[src/rtl/fetch_pkg.sv]
// Shared types for the fetch next-PC sequencer: branch-type codes, miss FSM
// states and the encoding of which source chose the next PC.
package fetch_pkg;

   localparam logic [1:0] BR_RETURN = 2'b00;
   localparam logic [1:0] BR_CALL   = 2'b01;
   localparam logic [1:0] BR_JUMP   = 2'b10;
   localparam logic [1:0] BR_COND   = 2'b11;

   typedef enum logic [1:0] {
      RUN       = 2'd0,
      MISS_WAIT = 2'd1,
      REPLAY    = 2'd2
   } fetchState_e;

   typedef enum logic [2:0] {
      SRC_HOLD    = 3'd0,
      SRC_SEQ     = 3'd1,
      SRC_BTB     = 3'd2,
      SRC_PENDING = 3'd3,
      SRC_ID      = 3'd4,
      SRC_EX      = 3'd5,
      SRC_EXCEPT  = 3'd6,
      SRC_RECOVER = 3'd7
   } redirectSrc_e;

endpackage

[src/rtl/fetch_slot_select.sv]
// Find-first over the per-slot effective-taken vector; the lowest slot wins.
module fetch_slot_select
   import fetch_pkg::*;
#(
   parameter int FETCH_WIDTH = 4,
   parameter int PC_WIDTH    = 32,
   parameter int SLOT_W      = 2
) (
   input  logic [FETCH_WIDTH-1:0]          btbHit,
   input  logic [2*FETCH_WIDTH-1:0]        btbType,
   input  logic [PC_WIDTH*FETCH_WIDTH-1:0] btbTarget,
   input  logic [FETCH_WIDTH-1:0]          predTaken,
   output logic                            selValid,
   output logic [SLOT_W-1:0]               selSlot,
   output logic [1:0]                      selType,
   output logic [PC_WIDTH-1:0]             selTarget
);

   always_comb begin
      selValid  = 1'b0;
      selSlot   = '0;
      selType   = BR_COND;
      selTarget = '0;
      // Scan downward so the lowest effective-taken slot is the last to write.
      for (int i = FETCH_WIDTH - 1; i >= 0; i--) begin
         if (btbHit[i] && (predTaken[i] || (btbType[2*i +: 2] != BR_COND))) begin
            selValid  = 1'b1;
            selSlot   = SLOT_W'(i);
            selType   = btbType[2*i +: 2];
            selTarget = btbTarget[PC_WIDTH*i +: PC_WIDTH];
         end
      end
   end

endmodule

[src/rtl/fetch_pc_sequencer.sv]
// Fetch-stage-1 next-PC sequencer: redirect priority chain, RAS requests,
// I-cache miss wait FSM and a one-entry buffer for stalled decode redirects.
module fetch_pc_sequencer
   import fetch_pkg::*;
#(
   parameter int          FETCH_WIDTH = 4,
   parameter int          PC_WIDTH    = 32,
   parameter int          INST_BYTES  = 8,
   parameter logic [PC_WIDTH-1:0] RESET_PC = '0,
   localparam int         SLOT_W      = (FETCH_WIDTH > 1) ? $clog2(FETCH_WIDTH) : 1
) (
   input  logic                            clk,
   input  logic                            reset,
   input  logic                            recover_valid_i,
   input  logic [PC_WIDTH-1:0]             recover_pc_i,
   input  logic                            exception_valid_i,
   input  logic [PC_WIDTH-1:0]             exception_pc_i,
   input  logic                            ex_redirect_i,
   input  logic [PC_WIDTH-1:0]             ex_target_i,
   input  logic                            id_redirect_i,
   input  logic [PC_WIDTH-1:0]             id_target_i,
   input  logic                            id_is_return_i,
   input  logic                            stall_i,
   input  logic                            icache_miss_i,
   input  logic                            fill_done_i,
   input  logic [FETCH_WIDTH-1:0]          btb_hit_i,
   input  logic [2*FETCH_WIDTH-1:0]        btb_type_i,
   input  logic [PC_WIDTH*FETCH_WIDTH-1:0] btb_target_i,
   input  logic [FETCH_WIDTH-1:0]          pred_taken_i,
   input  logic [PC_WIDTH-1:0]             ras_top_i,
   input  logic [PC_WIDTH-1:0]             ras_top_cp_i,
   output logic [PC_WIDTH-1:0]             pc_o,
   output logic                            pc_valid_o,
   output logic                            ras_push_o,
   output logic [PC_WIDTH-1:0]             ras_push_addr_o,
   output logic                            ras_pop_o,
   output logic                            taken_valid_o,
   output logic [SLOT_W-1:0]               taken_slot_o,
   output logic                            redirect_pending_o
);

   localparam logic [PC_WIDTH-1:0] BUNDLE_STRIDE = PC_WIDTH'(FETCH_WIDTH * INST_BYTES);
   localparam logic [PC_WIDTH-1:0] SLOT_STRIDE   = PC_WIDTH'(INST_BYTES);

   fetchState_e         state, stateNext;
   redirectSrc_e        nextSrc;
   logic [PC_WIDTH-1:0] pc, pcNext, pendPc, idTarget, btbPc;
   logic                pendValid, advance, hiRedirect, btbWins;
   logic                selValid;
   logic [SLOT_W-1:0]   selSlot;
   logic [1:0]          selType;
   logic [PC_WIDTH-1:0] selTarget;

   fetch_slot_select #(
      .FETCH_WIDTH(FETCH_WIDTH),
      .PC_WIDTH   (PC_WIDTH),
      .SLOT_W     (SLOT_W)
   ) slotSelect (
      .btbHit   (btb_hit_i),
      .btbType  (btb_type_i),
      .btbTarget(btb_target_i),
      .predTaken(pred_taken_i),
      .selValid (selValid),
      .selSlot  (selSlot),
      .selType  (selType),
      .selTarget(selTarget)
   );

   assign advance    = (state == RUN) && !stall_i && !icache_miss_i;
   assign hiRedirect = recover_valid_i || exception_valid_i || ex_redirect_i;
   assign idTarget   = id_is_return_i ? ras_top_cp_i : id_target_i;
   assign btbPc      = (selType == BR_RETURN) ? ras_top_i : selTarget;
   // A pending decode redirect masks the BTB for the cycle it drains.
   assign btbWins    = advance && !hiRedirect && !id_redirect_i && !pendValid && selValid;

   always_comb begin
      nextSrc = SRC_HOLD;
      if (recover_valid_i)        nextSrc = SRC_RECOVER;
      else if (exception_valid_i) nextSrc = SRC_EXCEPT;
      else if (ex_redirect_i)     nextSrc = SRC_EX;
      else if (advance) begin
         if (id_redirect_i)       nextSrc = SRC_ID;
         else if (pendValid)      nextSrc = SRC_PENDING;
         else if (selValid)       nextSrc = SRC_BTB;
         else                     nextSrc = SRC_SEQ;
      end
   end

   always_comb begin
      pcNext = pc;
      case (nextSrc)
         SRC_RECOVER: pcNext = recover_pc_i;
         SRC_EXCEPT:  pcNext = exception_pc_i;
         SRC_EX:      pcNext = ex_target_i;
         SRC_ID:      pcNext = idTarget;
         SRC_PENDING: pcNext = pendPc;
         SRC_BTB:     pcNext = btbPc;
         SRC_SEQ:     pcNext = pc + BUNDLE_STRIDE;
         default:     pcNext = pc;
      endcase
   end

   always_comb begin
      stateNext = state;
      if (hiRedirect) stateNext = RUN;
      else begin
         case (state)
            RUN:       if (icache_miss_i && !stall_i) stateNext = MISS_WAIT;
            MISS_WAIT: if (fill_done_i) stateNext = REPLAY;
            REPLAY:    stateNext = RUN;
            default:   stateNext = RUN;
         endcase
      end
   end

   always_ff @(posedge clk) begin
      if (!reset) begin
         pc        <= RESET_PC;
         state     <= RUN;
         pendValid <= 1'b0;
         pendPc    <= '0;
      end else begin
         pc    <= pcNext;
         state <= stateNext;
         if (hiRedirect || advance) pendValid <= 1'b0;
         else if (id_redirect_i) begin
            pendValid <= 1'b1;
            pendPc    <= idTarget;
         end
      end
   end

   assign pc_o               = pc;
   assign pc_valid_o         = (state == RUN) && !icache_miss_i;
   assign ras_push_o         = btbWins && (selType == BR_CALL);
   assign ras_pop_o          = btbWins && (selType == BR_RETURN);
   assign ras_push_addr_o    = ras_push_o ? pc + (PC_WIDTH'(selSlot) + PC_WIDTH'(1)) * SLOT_STRIDE : pc;
   assign taken_valid_o      = selValid;
   assign taken_slot_o       = selSlot;
   assign redirect_pending_o = pendValid;

endmodule

[config.mk]
export PLATFORM = sky130hd
export DESIGN_NAME = fetch_pc_sequencer
export DESIGN_NICKNAME = d
export VERILOG_FILES = /design/src/rtl/fetch_pkg.sv /design/src/rtl/fetch_slot_select.sv /design/src/rtl/fetch_pc_sequencer.sv
export SDC_FILE = /design/constraint.sdc
export NUM_CORES = 1
export LEC_CHECK = 0
export BUFFER_PORTS_ARGS = -buffer_cell sky130_fd_sc_hd__buf_2
export CORE_MARGIN = 4
export CORE_UTILIZATION = 25
export CTS_CLUSTER_DIAMETER = 60
export DETAILED_ROUTE_END_ITERATION = 8
export GPL_ROUTABILITY_DRIVEN = 0
export GPL_TIMING_DRIVEN = 1
export HOLD_SLACK_MARGIN = 0.02
export SLEW_MARGIN = 5
export SYNTH_ARGS = -nofsm -noshare
export SYNTH_HDL_FRONTEND = slang
export SYNTH_SLANG_ARGS = --single-unit
[constraint.sdc]
create_clock -name clk -period 4.2 [get_ports clk]
set_input_delay 0.21 -clock clk [delete_from_list [all_inputs] [get_ports clk]]
set_output_delay 0.21 -clock clk [all_outputs]
set_load 0.01 [all_outputs]
# Word level (Yosys, flattened, before mapping)
# Index checks and enable logic that the tools add are counted.
# word_totals
register_bits	67
inputBits	346
out_inout_bits	71
# op_classes
n_addsub	3
n_eq_ne	15
n_mux	30
bitwise_logic	2
reduce_logical	33
# op_table
operator	n
2-to-1 mux 32 bit	7
case mux 32 bit (7 select lines)	1
adder 32 x 6 -> 32 bit	1
adder 32 x 6 -> 32 bit (second input constant)	1
2-to-1 mux 2 bit	12
2-to-1 mux 3 bit	5
logical AND 1 bit	14
equality test 3 bit (second input constant)	4
!= test 2 bit (second input constant)	5
logical OR 1 bit	7
nonzero test 7 bit	1
equality test 3 x 2 -> 1 bit (second input constant)	2
zero test 1 bit	5
equality test 2 x 1 -> 1 bit (second input constant)	2
zero test 2 bit	2
2-to-1 mux 1 bit	4
case mux 2 bit (2 select lines)	1
AND reduction 2 bit	2
OR reduction 2 bit	2
adder 2 x 1 -> 3 bit (second input constant)	1
equality test 3 x 1 -> 1 bit (second input constant)	1
!= test 2 x 1 -> 1 bit (second input constant)	1
NOT 1 bit	2

# Logic depth before layout (Yosys ltp)
# logic_depth
depth_word	16
ltp_mapped	18
ltp_nobuf	15

# Modules after synthesis
# From an unflattened synthesis, not the netlist that was laid out.
# unflattened
cells_unflattened	997
hier_area_um2	7214.4
# by_module_without_submodules
mod	n_inst	cells_per_inst	area_per_inst_um2	seq_area_each_um2
fetch_pc_sequencer	1	783	5960.7	1341.3
fetch_slot_select	1	214	1253.7	0.0

# Least setup slack after synthesis
# No wires, ideal clock.
# synth_path
path_type	input to output
startpoint	input pred_taken_i[2]
endpoint	output ras_push_addr_o[25]
arrival_ns	3.418
required_time_ns	3.990
slack_ns	0.572
path_stages	17
n_path_buf	2
path_cell_list	nand3b_1 > and2_1 > clkbuf_1 > nor2_1 > clkbuf_1 > o21ai_0 > inv_1 > ha_1 > inv_1 > fa_1 > nor2b_1 > o21ai_0 > nand2b_1 > nor4_4 > nand2_2 > or3_1 > xnor2_1
# synth_between
elab_chain_len	8
elab_cells_between_ends	17
cone_classes	add/sub: 2; eq/ne: 1; mux: 10; reduce/logical: 4
# synth_rtl
element	line	source
from (decl)	fetch_pc_sequencer.sv:29	input logic [FETCH_WIDTH-1:0] pred_taken_i,
logical OR 1 bit	fetch_slot_select.sv:26	if (btbHit[i] && (predTaken[i] || (btbType[2*i +: 2] != BR_COND))) begin
logical AND 1 bit	fetch_slot_select.sv:26	
2-to-1 mux 2 bit (3 in series)	fetch_slot_select.sv:26	
net taken_slot_o[0]	fetch_pc_sequencer.sv:38	output logic [SLOT_W-1:0] taken_slot_o,
adder 2 x 1 -> 3 bit	fetch_pc_sequencer.sv:137	assign ras_push_addr_o = ras_push_o ? pc + (PC_WIDTH'(selSlot) + PC_WIDTH'(1)) * SLOT_STRIDE : pc;
adder 32 x 6 -> 32 bit	fetch_pc_sequencer.sv:137	
2-to-1 mux 32 bit	fetch_pc_sequencer.sv:137	
to (decl)	fetch_pc_sequencer.sv:35	output logic [PC_WIDTH-1:0] ras_push_addr_o,
# The timed path passes the listed nets, and every way through them passes these cells.

# Final worst setup path
# layout_path
startpoint	input btb_type_i[2]
endpoint	output ras_push_addr_o[25]
# layout_between
elab_chain_len	8
elab_cells_between_ends	15
cone_classes	add/sub: 2; eq/ne: 2; mux: 7; reduce/logical: 4
# layout_rtl
element	line	source
from (decl)	fetch_pc_sequencer.sv:27	input logic [2*FETCH_WIDTH-1:0] btb_type_i,
!= test 2 bit	fetch_slot_select.sv:26	
logical OR 1 bit	fetch_slot_select.sv:26	
logical AND 1 bit	fetch_slot_select.sv:26	
2-to-1 mux 2 bit / 2-to-1 mux 1 bit (equally long branches) (2 in series)	fetch_slot_select.sv:26	
adder 2 x 1 -> 3 bit (tied with other cells)	fetch_pc_sequencer.sv:137	
adder 32 x 6 -> 32 bit / logical AND 1 bit (equally long branches)	fetch_pc_sequencer.sv:137, fetch_pc_sequencer.sv:135	
2-to-1 mux 32 bit (*)	fetch_pc_sequencer.sv:137	
# Mark *: on every way between the ends. The rest lies on a longest branch, timed or not.

==> flow_summary.toml <==
[timing]
rsz0062_at_grt = "no"
final.period_utilization_pct = 87.4
fin_crit_ns = 3.67
worst_pin_slew_ns = 0.931
fmax_ghz = 0.273
setup_viol = 0
hold-worst-slack_ns = 0.125
fin_skew_ns = 0.00894
max_slew_margin_pct = 37.8
slew_violations = 0
finalHoldViolations = 0
tns_ns = 0

[logic_synthesis]
seq_area_frac_synth_pct = 20.2
yosysTopAreaCell = "dfxtp_1"
ys_top_cells_by_area = "dfxtp_1 (20%), o21ai_0 (8.3%), a221oi_1 (6.9%), mux2i_1 (4.8%), clkbuf_1 (4.4%)"
synth_seq_cells = 67
synthesis.nets = 1251
synth_top_area_share_pct = 20.2
synth_common_cells = "o21ai_0 (110), clkbuf_1 (78), nand2_1 (70)"
syn_avg_cell_area_um2 = 7.39
synth-edff-count = 0
syn_inst = 899
synth.most_common_cell = "o21ai_0"
syn_area_um2 = 6640
async_flop_share_pct = 0
ys_warn_count = 0
synth_ff_type = "dfxtp_1"
ys_types = 58

[min_path]
hold_class = "in2reg"

[cts]
cts_tree = "built"
htree_levels = 3
cts.sinks = 67
cts.path.max_buffers = 2
clk_latency_ns = 0.35
cts_resized = 0
path_clk_slew_ns = 0.06
cts_setup_buffers = 0
root_buffer = "clkbuf_16"
hold_buffers = 0
cts_inserted_buffers = 9

[critical_path]
endpoint_kind = "output pin"
critPathLaunchType = "input pin"
critPathMaxFanout = 36
critPathRequiredTime_ns = 3.99
crit_type = "in2out"
crit_arrival_ns = 3.46
rrSetupSlack_ns = 1.20

[layout]
layout-drive-gt1-share_pct = 38.7
fin_nets = 1605
fillers = 2821
area_growth_syn_to_layout_pct = 39.9
multi_input_area_um2 = 4860
register_area_um2 = 1340

[floorplan]
fp.dieW_um = 171
dieArea_um2 = 29200
rows = 59
initial_core_util_pct = 25.4
die_h_um = 171
io_pins = 417
coreArea_um2 = 26100

[place]
place_hpwl_um = 30300
portBuffers = 416

[drt]
drt_first_pass_iters = 6
wirelength_um = 37100
wl_per_cell_um = 23.3
ant_nets = 0
viasPerCell = 5.55
drc = 0
vias = 8848
drt_iter0_drc = 515

[run_status]
outcome = "finished, final reports clean"

[pwr]
irDropWorstVdd_v = 0.000187
powerDensity_nw_per_um2 = 256
p_total_mw = 2.38
leakagePower_nw = 4.23

[grt]
grt-ovfl-total = 0
grt_pass1_vias = 8482
globalRouteTotalUtil_pct = 23.5
antenna_found_initial = 6
grt_max_degree = 66
grt_pass1_wl_um = 51600

[flow_run]
max-cap-violations = 0
layout by cell type, fill, tap and decap left out, types with 4 or more instances in the layout:
cell type  count
a221oi_1      52
o32ai_1       22
a21oi_1       56
mux2i_1       32
nor2_1        51
o211ai_1      20
ha_1           5
mux2_2        18
inv_1         12
xnor2_1       30
o211a_1       16
nand4_1       14
o221ai_1      20
o21a_1         4
a211oi_1       6
nand3b_1       4
xor2_1        22
buf_4         26
nor2b_1       28
and2_1         8
o22ai_1        4
a221o_1       12
nor3_1        15
clkbuf_16      9
o21ai_0      110
buf_2        416
dfxtp_1       67
nand3_1       17
a22oi_1       23
nand2b_1       4
nand2_1       69
and3_1        13
flip-flops by register name (all words and copies together) (netlist names):
| name | cells |
|---|---|
| state | 2 |
| pendPc | 32 |
| redirect_pending_o | 1 |
| pc_o | 32 |
worst paths after layout:
path	end	start	cells after the start
worst max-delay path	ras_push_addr_o[25]	btb_type_i[2]	16
worst min-delay path	state[1]	fill_done_i	2
worst max register to register	pc_o[18]	state[0]	7
worst min register to register	pendPc[21]	pendPc[21]	1
per-stage QoR:
stage                     instances  utilization, %  cell area (µm²)  worst slack, ns
after global placement         1577            34.3             8970            0.612
after detailed placement       1577            34.3             8970            0.559
after CTS                      1593            35.6             9290            0.531
final                          1595            35.6             9300            0.531
after global routing           1595            35.6             9300            0.274
after floorplan                 899               -             6640            0.572
cell families (layout without fill, tap and decap cells):
family          Yosys count  in the layout  share of synthesized area [%]
compound gates          366            366                           38.1
simple gates            246            246                           18.9
buf+inv                 112            471                           6.84
flops                    67             67                           20.2
xor+xnor                 52             52                           6.85
mux                      50             50                           7.87
fa+ha+maj                 6              6                           1.24
other cells               0              2                              0
worst max-delay path, stage by stage:
cell	delay (ns)
buf_2	0.12
nand3b_1	0.12
and2_1	0.17
buf_4	0.38
nor3_1	0.12
ha_1	0.32
inv_1	0.06
fa_1	0.42
nor2b_1	0.12
o21ai_0	0.12
nand2b_1	0.23
nor4_4	0.35
nand2_2	0.11
or3_1	0.33
xnor2_1	0.13
buf_2	0.15
report_power, final:
| part | internal [mW] | switching [mW] | total (mW) |
|---|---|---|---|
| logic | 0.343 | 0.457 | 0.800 |
| registers | 0.669 | 0.0621 | 0.731 |
| clock network | 0.524 | 0.325 | 0.849 |
| total | 1.54 | 0.845 | 2.38 |
layer usage:
metal,global-route usage [%],vias to the layer above,routed length (µm)
met2,40.5,460,17700
met1,28.3,4140,14700
met3,5.45,91,3120
li1,-,4149,-
met5,0,-,51
met4,9.03,8,1480
cell type report:
type | count | share of cell area (%)
multi-input combinational | 720 | 52.3
timing repair buffer | 443 | 24.7
sequential | 67 | 14.4
tap | 335 | 4.51
clock buffer | 9 | 2.42
clock inverter | 7 | 1.09
inverter | 12 | 0.484
antenna | 2 | 0.0538
(Power assumes the default switching activity.)
